===== src/rtl/mem_port_arbiter_if.sv =====
// Bundle of the requester-side and SDRAM-backend-side signals of mem_port_arbiter.
// The slave modport is the arbiter's view; master is the requesters plus the backend model.
interface mem_port_arbiter_if #(
    parameter int NUM_CH = 4,
    parameter int ADDR_W = 23
);
    logic [NUM_CH-1:0]        ch_req;
    logic [NUM_CH-1:0]        ch_wr;
    logic [2*NUM_CH-1:0]      ch_size;
    logic [ADDR_W*NUM_CH-1:0] ch_addr;
    logic [32*NUM_CH-1:0]     ch_din;
    logic [NUM_CH-1:0]        ch_ack;
    logic [NUM_CH-1:0]        ch_valid;
    logic [31:0]              ch_dout;
    logic                     mem_rd;
    logic                     mem_wr;
    logic                     mem_refresh;
    logic [ADDR_W-1:0]        mem_addr;
    logic [1:0]               mem_size;
    logic [31:0]              mem_din;
    logic                     mem_enabled;
    logic                     mem_data_ready;
    logic [31:0]              mem_dout;
    logic                     busy;
    logic                     fail;

    modport slave (
        input  ch_req, ch_wr, ch_size, ch_addr, ch_din,
        input  mem_enabled, mem_data_ready, mem_dout,
        output ch_ack, ch_valid, ch_dout,
        output mem_rd, mem_wr, mem_refresh, mem_addr, mem_size, mem_din,
        output busy, fail
    );

    modport master (
        output ch_req, ch_wr, ch_size, ch_addr, ch_din,
        output mem_enabled, mem_data_ready, mem_dout,
        input  ch_ack, ch_valid, ch_dout,
        input  mem_rd, mem_wr, mem_refresh, mem_addr, mem_size, mem_din,
        input  busy, fail
    );
endinterface


===== src/rtl/mem_port_arbiter.sv =====
// Multi-channel SDRAM front end: arbitrates NUM_CH requesters onto one backend and schedules refresh.
// Define MEM_ARB_ROUND_ROBIN_EN for round-robin arbitration; default is fixed priority (channel 0 first).
module mem_port_arbiter #(
    parameter int NUM_CH           = 4,
    parameter int ADDR_W           = 23,
    parameter int OP_CYCLES        = 4,
    parameter int REFRESH_INTERVAL = 405,
    parameter int REFRESH_MAX_PEND = 2
) (
    input  logic              clk,
    input  logic              rst,
    mem_port_arbiter_if.slave bus
);
    localparam int GW = (NUM_CH > 1) ? $clog2(NUM_CH) : 1;
    localparam int RW = (REFRESH_INTERVAL > 1) ? $clog2(REFRESH_INTERVAL) : 1;
    localparam int PW = $clog2(REFRESH_MAX_PEND + 1);
    localparam int OW = $clog2(OP_CYCLES + 1);

    typedef enum logic [2:0] {S_INIT, S_IDLE, S_ISSUE, S_WAIT, S_REFRESH} state_t;

    state_t            state_q, state_d;
    logic [RW-1:0]     rcnt_q, rcnt_d;
    logic [PW-1:0]     pend_q, pend_d;
    logic [OW-1:0]     op_q, op_d;
    logic [GW-1:0]     grant_q, grant_d;
    logic              wr_q, wr_d;
    logic [NUM_CH-1:0] ack_q, ack_d;
    logic [NUM_CH-1:0] valid_q, valid_d;
    logic [31:0]       dout_q, dout_d;
    logic              mem_rd_q, mem_rd_d;
    logic              mem_wr_q, mem_wr_d;
    logic              mem_ref_q, mem_ref_d;
    logic [ADDR_W-1:0] addr_q, addr_d;
    logic [1:0]        size_q, size_d;
    logic [31:0]       din_q, din_d;
    logic              fail_q, fail_d;
    logic              wrap, pend_dec, found;
    logic [GW-1:0]     win;

    logic [ADDR_W-1:0] addr_arr [NUM_CH];
    logic [1:0]        size_arr [NUM_CH];
    logic [31:0]       din_arr  [NUM_CH];

    genvar gi;
    generate
        for (gi = 0; gi < NUM_CH; gi++) begin : g_ch
            assign addr_arr[gi] = bus.ch_addr[gi*ADDR_W +: ADDR_W];
            assign size_arr[gi] = bus.ch_size[gi*2 +: 2];
            assign din_arr[gi]  = bus.ch_din[gi*32 +: 32];
        end
    endgenerate

`ifdef MEM_ARB_ROUND_ROBIN_EN
    int rr_idx;

    // Search begins one past the last grant, so every requester is reached within NUM_CH grants.
    always_comb begin
        found  = 1'b0;
        win    = '0;
        rr_idx = 0;
        for (int k = 1; k <= NUM_CH; k++) begin
            rr_idx = int'(grant_q) + k;
            if (rr_idx >= NUM_CH) rr_idx = rr_idx - NUM_CH;
            if (!found && bus.ch_req[rr_idx]) begin
                found = 1'b1;
                win   = GW'(rr_idx);
            end
        end
    end
`else
    always_comb begin
        found = 1'b0;
        win   = '0;
        for (int k = NUM_CH - 1; k >= 0; k--) begin
            if (bus.ch_req[k]) begin
                found = 1'b1;
                win   = GW'(k);
            end
        end
    end
`endif

    always_comb begin
        state_d   = state_q;
        rcnt_d    = rcnt_q;
        pend_d    = pend_q;
        op_d      = op_q;
        grant_d   = grant_q;
        wr_d      = wr_q;
        ack_d     = '0;
        valid_d   = '0;
        dout_d    = dout_q;
        mem_rd_d  = 1'b0;
        mem_wr_d  = 1'b0;
        mem_ref_d = 1'b0;
        addr_d    = addr_q;
        size_d    = size_q;
        din_d     = din_q;
        fail_d    = fail_q;
        wrap      = 1'b0;
        pend_dec  = 1'b0;

        if (state_q != S_INIT) begin
            if (rcnt_q == '0) begin
                rcnt_d = RW'(REFRESH_INTERVAL - 1);
                wrap   = 1'b1;
            end else begin
                rcnt_d = rcnt_q - 1'b1;
            end
        end

        case (state_q)
            S_INIT: begin
                if (bus.mem_enabled) state_d = S_IDLE;
            end
            S_IDLE: begin
                if (pend_q != '0) begin
                    state_d   = S_REFRESH;
                    mem_ref_d = 1'b1;
                    op_d      = OW'(1);
                    pend_dec  = 1'b1;
                end else if (found) begin
                    state_d      = S_ISSUE;
                    grant_d      = win;
                    wr_d         = bus.ch_wr[win];
                    addr_d       = addr_arr[win];
                    size_d       = size_arr[win];
                    din_d        = din_arr[win];
                    ack_d[win]   = 1'b1;
                    mem_rd_d     = ~bus.ch_wr[win];
                    mem_wr_d     = bus.ch_wr[win];
                end
            end
            S_ISSUE: begin
                state_d = S_WAIT;
                op_d    = OW'(1);
            end
            S_WAIT, S_REFRESH: begin
                op_d = op_q + 1'b1;
                if (op_d == OW'(OP_CYCLES)) begin
                    state_d = S_IDLE;
                    // Data is latched and valid pulses even when the backend was late; fail records it.
                    if (state_q == S_WAIT && !wr_q) begin
                        dout_d           = bus.mem_dout;
                        valid_d[grant_q] = 1'b1;
                        if (!bus.mem_data_ready) fail_d = 1'b1;
                    end
                end
            end
            default: state_d = S_INIT;
        endcase

        if (wrap && !pend_dec) begin
            if (pend_q != PW'(REFRESH_MAX_PEND)) pend_d = pend_q + 1'b1;
        end else if (!wrap && pend_dec) begin
            pend_d = pend_q - 1'b1;
        end
        if (pend_d == PW'(REFRESH_MAX_PEND)) fail_d = 1'b1;
    end

    always_ff @(posedge clk or posedge rst) begin
        if (rst) begin
            state_q   <= S_INIT;
            rcnt_q    <= RW'(REFRESH_INTERVAL - 1);
            pend_q    <= '0;
            op_q      <= '0;
            grant_q   <= GW'(NUM_CH - 1);
            wr_q      <= 1'b0;
            ack_q     <= '0;
            valid_q   <= '0;
            dout_q    <= '0;
            mem_rd_q  <= 1'b0;
            mem_wr_q  <= 1'b0;
            mem_ref_q <= 1'b0;
            addr_q    <= '0;
            size_q    <= '0;
            din_q     <= '0;
            fail_q    <= 1'b0;
        end else begin
            state_q   <= state_d;
            rcnt_q    <= rcnt_d;
            pend_q    <= pend_d;
            op_q      <= op_d;
            grant_q   <= grant_d;
            wr_q      <= wr_d;
            ack_q     <= ack_d;
            valid_q   <= valid_d;
            dout_q    <= dout_d;
            mem_rd_q  <= mem_rd_d;
            mem_wr_q  <= mem_wr_d;
            mem_ref_q <= mem_ref_d;
            addr_q    <= addr_d;
            size_q    <= size_d;
            din_q     <= din_d;
            fail_q    <= fail_d;
        end
    end

    assign bus.ch_ack      = ack_q;
    assign bus.ch_valid    = valid_q;
    assign bus.ch_dout     = dout_q;
    assign bus.mem_rd      = mem_rd_q;
    assign bus.mem_wr      = mem_wr_q;
    assign bus.mem_refresh = mem_ref_q;
    assign bus.mem_addr    = addr_q;
    assign bus.mem_size    = size_q;
    assign bus.mem_din     = din_q;
    assign bus.busy        = (state_q != S_IDLE);
    assign bus.fail        = fail_q;
endmodule


===== src/flat_wrapper.sv =====
// flat-port wrapper written by rule: the top's interface ports become plain ports
module mem_port_arbiter_flat 
#(
    parameter int NUM_CH           = 4,
    parameter int ADDR_W           = 23,
    parameter int OP_CYCLES        = 4,
    parameter int REFRESH_INTERVAL = 405,
    parameter int REFRESH_MAX_PEND = 2
)
  (clk, rst, bus_ch_req, bus_ch_wr, bus_ch_size, bus_ch_addr, bus_ch_din, bus_mem_enabled, bus_mem_data_ready, bus_mem_dout, bus_ch_ack, bus_ch_valid, bus_ch_dout, bus_mem_rd, bus_mem_wr, bus_mem_refresh, bus_mem_addr, bus_mem_size, bus_mem_din, bus_busy, bus_fail);
  mem_port_arbiter_if #(.NUM_CH(NUM_CH), .ADDR_W(ADDR_W)) bus_i ();
  input  logic clk;
  input  logic rst;
  input wire logic [$bits(bus_i.ch_req)-1:0] bus_ch_req;
  input wire logic [$bits(bus_i.ch_wr)-1:0] bus_ch_wr;
  input wire logic [$bits(bus_i.ch_size)-1:0] bus_ch_size;
  input wire logic [$bits(bus_i.ch_addr)-1:0] bus_ch_addr;
  input wire logic [$bits(bus_i.ch_din)-1:0] bus_ch_din;
  input wire logic [$bits(bus_i.mem_enabled)-1:0] bus_mem_enabled;
  input wire logic [$bits(bus_i.mem_data_ready)-1:0] bus_mem_data_ready;
  input wire logic [$bits(bus_i.mem_dout)-1:0] bus_mem_dout;
  output wire logic [$bits(bus_i.ch_ack)-1:0] bus_ch_ack;
  output wire logic [$bits(bus_i.ch_valid)-1:0] bus_ch_valid;
  output wire logic [$bits(bus_i.ch_dout)-1:0] bus_ch_dout;
  output wire logic [$bits(bus_i.mem_rd)-1:0] bus_mem_rd;
  output wire logic [$bits(bus_i.mem_wr)-1:0] bus_mem_wr;
  output wire logic [$bits(bus_i.mem_refresh)-1:0] bus_mem_refresh;
  output wire logic [$bits(bus_i.mem_addr)-1:0] bus_mem_addr;
  output wire logic [$bits(bus_i.mem_size)-1:0] bus_mem_size;
  output wire logic [$bits(bus_i.mem_din)-1:0] bus_mem_din;
  output wire logic [$bits(bus_i.busy)-1:0] bus_busy;
  output wire logic [$bits(bus_i.fail)-1:0] bus_fail;
  assign bus_i.ch_req = bus_ch_req;
  assign bus_i.ch_wr = bus_ch_wr;
  assign bus_i.ch_size = bus_ch_size;
  assign bus_i.ch_addr = bus_ch_addr;
  assign bus_i.ch_din = bus_ch_din;
  assign bus_i.mem_enabled = bus_mem_enabled;
  assign bus_i.mem_data_ready = bus_mem_data_ready;
  assign bus_i.mem_dout = bus_mem_dout;
  assign bus_ch_ack = bus_i.ch_ack;
  assign bus_ch_valid = bus_i.ch_valid;
  assign bus_ch_dout = bus_i.ch_dout;
  assign bus_mem_rd = bus_i.mem_rd;
  assign bus_mem_wr = bus_i.mem_wr;
  assign bus_mem_refresh = bus_i.mem_refresh;
  assign bus_mem_addr = bus_i.mem_addr;
  assign bus_mem_size = bus_i.mem_size;
  assign bus_mem_din = bus_i.mem_din;
  assign bus_busy = bus_i.busy;
  assign bus_fail = bus_i.fail;
  mem_port_arbiter #(.NUM_CH(NUM_CH), .ADDR_W(ADDR_W), .OP_CYCLES(OP_CYCLES), .REFRESH_INTERVAL(REFRESH_INTERVAL), .REFRESH_MAX_PEND(REFRESH_MAX_PEND)) u_core (.clk(clk), .rst(rst), .bus(bus_i));
endmodule

===== config.mk =====
export PLATFORM = sky130hd
export DESIGN_NAME = mem_port_arbiter_flat
export DESIGN_NICKNAME = d
export VERILOG_FILES = /design/src/rtl/mem_port_arbiter_if.sv /design/src/rtl/mem_port_arbiter.sv /design/src/flat_wrapper.sv
export SDC_FILE = /design/constraint.sdc
export NUM_CORES = 1
export LEC_CHECK = 0
export CAP_MARGIN = 10
export CORE_AREA = 5 5 141 143
export CTS_CLUSTER_SIZE = 12
export DETAILED_ROUTE_END_ITERATION = 8
export DIE_AREA = 0 0 146 148
export PLACE_DENSITY_LB_ADDON = 0.12
export SYNTH_ARGS = -nofsm -noshare
export SYNTH_HDL_FRONTEND = slang
export SYNTH_SLANG_ARGS = --single-unit
export TNS_END_PERCENT = 1

===== constraint.sdc =====
create_clock -name clk -period 5.8 [get_ports clk]
set_input_delay 1.16 -clock clk [delete_from_list [all_inputs] [get_ports clk]]
set_output_delay 1.16 -clock clk [all_outputs]
set_load 0.05 [all_outputs]

==> impl_metrics.toml, run 1 <==
[min_path]
holdPathStages = 1
hold_class = "flip-flop to flip-flop"
hold_path_end = "u_core.bus.fail"
hp-start = "u_core.bus.fail"

[drt]
dr.max_layer_used = "met4"
wl_um = 23500
num_vias = 5952
drt_first_pass_iters = 9
first_iter_violations = 519
wire_per_inst_um = 20.2
ant_nets = 0
viasPerCell = 5.10
wl_met1_um = 8860
wl_met2_um = 12100
drc = 3
dr_wl_met3_um = 2010

[global_routing]
overflow = 0
grt_pass1_vias = 6078
grt_usage = 0.211
grt_pass1_wl_um = 35500
grt_max_degree = 59
antenna_found_initial = 1

[place]
dp.cells = 1135
portBuffers = 373
place_area_mm2 = 0.00981
gp_congestion = 0.816
dp_hpwl_um = 17900

[clock_network]
cts_root_buffer = "clkbuf_16"
cts_tree = "done"
clk_pin_slew_ns = 0.06
post_cts.repair.setup_buffers = 0
clock_sinks = 121
htreeDepth = 4
ctsHoldBuffers = 0
clock_latency_ns = 0.41
cts_buffers = 17
cts_resized = 0
clock_path_buffers = 2

[sta]
rsz0062_at_grt = "no"
hold_violations = 0
relSlewSlack = 0.271
fin_crit_ns = 3.30
setup_viol = 0
finalCritPeriodShare = 0.570
final.setup.tns_ns = 0
fmax_mhz = 303
finClkSkew_ns = 0.0115
worstMarginPinSlew_ns = 1.09
hold_ws_ns = 0.475
slew_viol_final = 0

[power_and_ir_drop]
power_mw = 5.28
p_leak_nw = 4.24
peakVddDrop_uv = 187
power_density_mw_per_mm2 = 508

[setup_path]
critical_path_class = "primary input to flip-flop"
cp-end-kind = "flip-flop"
r2r_start = "u_core.pend_q[0]"
ff2ff_path_depth = 8
required_ns = 6.12
path_depth = 6
r2r_end = "u_core.bus.mem_din[26]"
cp_max_fo = 39
arrival_ns = 3.63
critical_path.slowest_cell = "nor2_4"
regToRegSetupSlack_ns = 2.86
cp_num_buf_inv = 3
critical-path-top-delay-family = "buffers and inverters"
cp_slowest_stage_delay_ns = 0.84
crit_chain = "clkdlybuf4s50_1, inv_1, nor2_4, buf_4, a222oi_1, a31oi_1"
setup.worst_path.start_class = "primary input"

[yosys]
synth_area_leaders = "dfrtp_1 49%, a222oi_1 9.6%, mux2_4 6.3%"
syn_inst = 567
synth-edff-count = 0
synth_ff_type = "dfrtp_1"
synthArstFlopShare = 1.00
ys_warn_count = 0
syn-mean-instance-area_um2 = 10.5
synth_top_area_cell = "dfrtp_1"
yosysSeqAreaShare = 0.512
ys_ff_latch = 121
synthDistinctLibCells = 54
syn_area_mm2 = 0.00593
netlist.area_leader.share = 0.485
synth_nets = 844

[floorplanning]
initial_core_util = 0.321
dieArea_mm2 = 0.0216
fp.dieW_um = 146
core.rowCount = 50
pin_count = 374
coreArea_mm2 = 0.0185
die_h_um = 148

[final_layout]
fin_area_mm2 = 0.0104
nets = 1197
finalNonFillerCells = 1168
drive_gt1_frac = 0.0975
area_delta_synth_final_pct = 75.5

[outcome]
violations = "design-rule violations"
outcome = "finished with violations"

[flow_run]
maxCapViolations = 0
==> layer usage <==
| layer | up-vias | global-route usage |
|---|---|---|
| li1 | 2852 | - |
| met1 | 2807 | 0.242 |
| met2 | 268 | 0.370 |
| met3 | 25 | 0.0674 |
| met4 | 0 | 0.0790 |
| met5 | - | 0 |
==> state kept, by name (all words and copies together) (netlist names) <==
register and flops:
u_core.bus.mem_size 2, u_core.bus.mem_rd 1, u_core.bus.mem_refresh 1, u_core.pend_q 2, u_core.bus.ch_dout 32, u_core.rcnt_q 9
u_core.wr_q 1, u_core.bus.ch_ack 4, u_core.bus.mem_din 32, u_core.grant_q 2, u_core.state_q 3, u_core.op_q 3
u_core.bus.mem_addr 23, u_core.bus.ch_valid 4, u_core.bus.mem_wr 1, u_core.bus.fail 1
==> report_power, final <==
group,internal (mW),switching [mW],total [mW]
clock,0.666,0.392,1.06
combinational,1.05,1.71,2.75
sequential,1.23,0.248,1.47
total,2.94,2.35,5.28
==> Yosys cell counts, types with 7 or more instances <==
cell,instances
nor3_1,7
a31oi_1,57
buf_2,14
a21oi_1,10
clkbuf_1,22
nand2_1,78
nor2_1,77
mux2_4,25
mux2_2,7
a222oi_1,57
dfrtp_1,115
inv_1,11
==> final cells by class <==
class	count	area, µm²
Clock buffer	21	470
Clock inverter	11	120
Multi-Input combinational cell	388	2640
Antenna cell	1	2.50
Timing Repair Buffer	381	3790
Sequential cell	121	3040
Tap cell	234	293
Inverter	11	43.8
Fill cell	1621	8050
==> kinds of logic (layout without fill, tap and decap cells) <==
| family | count (synthesis) | count (layout) | synth area share |
|---|---|---|---|
| simple gates | 193 | 193 | 0.142 |
| compound gates | 151 | 151 | 0.202 |
| flops | 121 | 121 | 0.512 |
| buf+inv | 58 | 424 | 0.0456 |
| mux | 33 | 33 | 0.0783 |
| fa+ha+maj | 6 | 6 | 0.0125 |
| xor+xnor | 5 | 5 | 0.00739 |
| other cells | 0 | 1 | 0 |
==> through the flow <==
step           setup slack, ns  utilization
6_report                  2.50        0.564
5_1_grt                   2.30        0.564
4_1_cts                   2.51        0.563
3_5_place_dp              2.07        0.531
3_3_place_gp              2.12        0.531
2_1_floorplan             1.44            -
==> how the worst max path moves through the flow <==
stage	start	endpoint	slack [ns]
floorplan	rst	u_core.bus.ch_ack[0]	1.44
global placement	bus_ch_req[0]	u_core.bus.mem_din[28]	2.12
detailed placement	bus_ch_req[0]	u_core.bus.mem_din[6]	2.07
CTS	bus_ch_req[0]	u_core.bus.mem_din[6]	2.51
global route	bus_ch_req[0]	u_core.bus.mem_din[26]	2.30
finish	bus_ch_req[1]	u_core.bus.mem_din[7]	2.50
==> cells in the final DEF, fill, tap and decap left out, drive strengths merged, types with 6 or more instances in the layout <==
cell             n
clkbuf          21
a31oi           57
dfrtp          115
inv             12
a222oi          57
buf              8
clkdlybuf4s50  373
o21ai            7
mux2            32
nor3             7
a21oi           11
nor2            78
dfstp            6
nand2           78
No activity file was read; power rests on OpenSTA's default activity.
==> run 2, diff against run 1 <==
--- a/config.mk
+++ b/config.mk
@@ -6,10 +6,10 @@
 export NUM_CORES = 1
 export LEC_CHECK = 0
 export CAP_MARGIN = 10
-export CORE_AREA = 5 5 141 143
+export CORE_AREA = 5 5 143 145
 export CTS_CLUSTER_SIZE = 12
 export DETAILED_ROUTE_END_ITERATION = 8
-export DIE_AREA = 0 0 146 148
+export DIE_AREA = 0 0 148 150
 export PLACE_DENSITY_LB_ADDON = 0.12
 export SYNTH_ARGS = -nofsm -noshare
 export SYNTH_HDL_FRONTEND = slang
==> constraint.sdc (replaced) <==
create_clock -name clk -period 2.95 [get_ports clk]
set_input_delay 0.59 -clock clk [delete_from_list [all_inputs] [get_ports clk]]
set_output_delay 0.59 -clock clk [all_outputs]
set_load 0.05 [all_outputs]
==> impl_metrics.toml, run 2 (synthesized netlist as in run 1, its figures left out) <==
[setup_path]
arrival_ns = 2.07
cp_slowest_stage_delay_ns = 0.81
critical_path.slowest_cell = "clkdlybuf4s50_1"
r2r_end = "u_core.bus.mem_addr[9]"
setup.worst_path.start_class = "flip-flop"
cp_max_fo = 14
required_ns = 2.36
critical_path_class = "flip-flop to primary output"
ff2ff_path_depth = 8
regToRegSetupSlack_ns = 0.67
cp-end-kind = "primary output"
crit_chain = "nor2_1, nand2_1, clkdlybuf4s50_1"
r2r_start = "u_core.pend_q[0]"

[global_routing]
antenna_found_initial = 0
grt_usage = 0.206
grt_pass1_vias = 6286
grt_pass1_wl_um = 35400
grt_max_degree = 91
overflow = 0

[drt]
num_vias = 5995
drc = 1
wl_um = 23800
viasPerCell = 5.09
first_iter_violations = 419
drt_first_pass_iters = 9
ant_nets = 0
wire_per_inst_um = 20.2

[place]
dp_hpwl_um = 18200
portBuffers = 373
gp_congestion = 0.807

[clock_network]
ctsHoldBuffers = 0
cts_resized = 0
clock_sinks = 121
post_cts.repair.setup_buffers = 0
clock_latency_ns = 0.42
cts_tree = "done"
clk_pin_slew_ns = 0.06
cts_buffers = 17
cts_root_buffer = "clkbuf_16"
htreeDepth = 4
clock_path_buffers = 2

[floorplanning]
pin_count = 374
coreArea_mm2 = 0.0191
core.rowCount = 51
fp.dieW_um = 148
die_h_um = 150
dieArea_mm2 = 0.0222
initial_core_util = 0.311

[final_layout]
nets = 1204
final_cell_mix = "373 x clkdlybuf4s50_1, 115 x dfrtp_1, 78 x nand2_1"
n_antenna_cell = 0
fillCellCount = 1715
area_delta_synth_final_pct = 78.2
final_common_cell = "clkdlybuf4s50_1"
drive_gt1_frac = 0.104

[outcome]
outcome = "finished with violations"
violations = "design-rule violations"

[sta]
fin_crit_ns = 2.66
relSlewSlack = 0.565
rsz0062_at_grt = "no"
fmax_mhz = 376
slew_viol_final = 0
setup_viol = 0
hold_ws_ns = 0.470
finClkSkew_ns = 0.00930
finalCritPeriodShare = 0.901
hold_violations = 0
worstMarginPinSlew_ns = 0.652
final.setup.tns_ns = 0

[min_path]
holdPathStages = 1
hold_path_end = "u_core.bus.fail"
hold_class = "flip-flop to flip-flop"
hp-start = "u_core.bus.fail"

[power_and_ir_drop]
power_density_mw_per_mm2 = 1010
p_leak_nw = 4.31
peakVddDrop_uv = 471

[flow_run]
maxCapViolations = 0
run 2: cell count changes in the layout (fill, tap and decap cells not counted), sizes merged:
cell | before | now
diode | 1 | 0
clkbuf | 21 | 18
bufinv | 2 | 5
buf | 8 | 15
run 2: final cells by class:
| class | count | area [µm²] | share of cell area |
|---|---|---|---|
| clock buffer | 18 | 429 | 0.0406 |
| clock inverter | 14 | 219 | 0.0207 |
| inverter | 11 | 45.0 | 0.00426 |
| multi-input combinational | 388 | 2640 | 0.250 |
| sequential | 121 | 3040 | 0.287 |
| tap | 238 | 298 | 0.0282 |
| timing repair buffer | 388 | 3900 | 0.369 |
run 2: worst max-delay path: cells and delay by family, from the launching register on:
kind | cells | cell delay [ns]
buffers and inverters | 1 | 0.81
flip-flops | 1 | 0.58
AND/OR/NAND/NOR | 2 | 0.27
run 2: routing by layer:
metal	up-vias	wire [µm]	GRT usage
met5	-	0	0
met4	0	604	0.0785
met3	31	2170	0.0781
met2	259	12500	0.371
met1	2838	8560	0.220
li1	2867	-	-
run 2: worst max path at each step:
stage	slack, ns	from	end	cells past startpoint
finish	0.29	u_core.state_q[2]	bus_busy	3
global route	0.16	u_core.state_q[2]	bus_busy	3
CTS	0.28	u_core.state_q[2]	bus_busy	3
detailed placement	0.41	bus_ch_req[0]	u_core.bus.mem_din[6]	6
global placement	0.46	bus_ch_req[0]	u_core.bus.mem_addr[3]	6
floorplan	0.88	rst	u_core.bus.ch_ack[0]	1
run 2: report_power, final:
| part | switching [mW] | internal (mW) | leakage (nW) |
|---|---|---|---|
| Clock | 0.797 | 1.50 | 0.311 |
| Sequential | 0.452 | 2.41 | 1.41 |
| Combinational | 3.42 | 2.09 | 2.59 |
| Total | 4.67 | 6.00 | 4.31 |
run 2: stage by stage:
stage	total power [mW]	cells	utilization	setup WS, ns	cell area, µm²
global placement	8.40	1146	0.520	0.461	9920
detailed placement	8.44	1146	0.520	0.414	9920
finish	10.7	1178	0.554	0.293	10600
global route	11.2	1178	0.554	0.163	10600
floorplan	6.34	567	-	0.882	5930
CTS	10.8	1178	0.554	0.277	10600
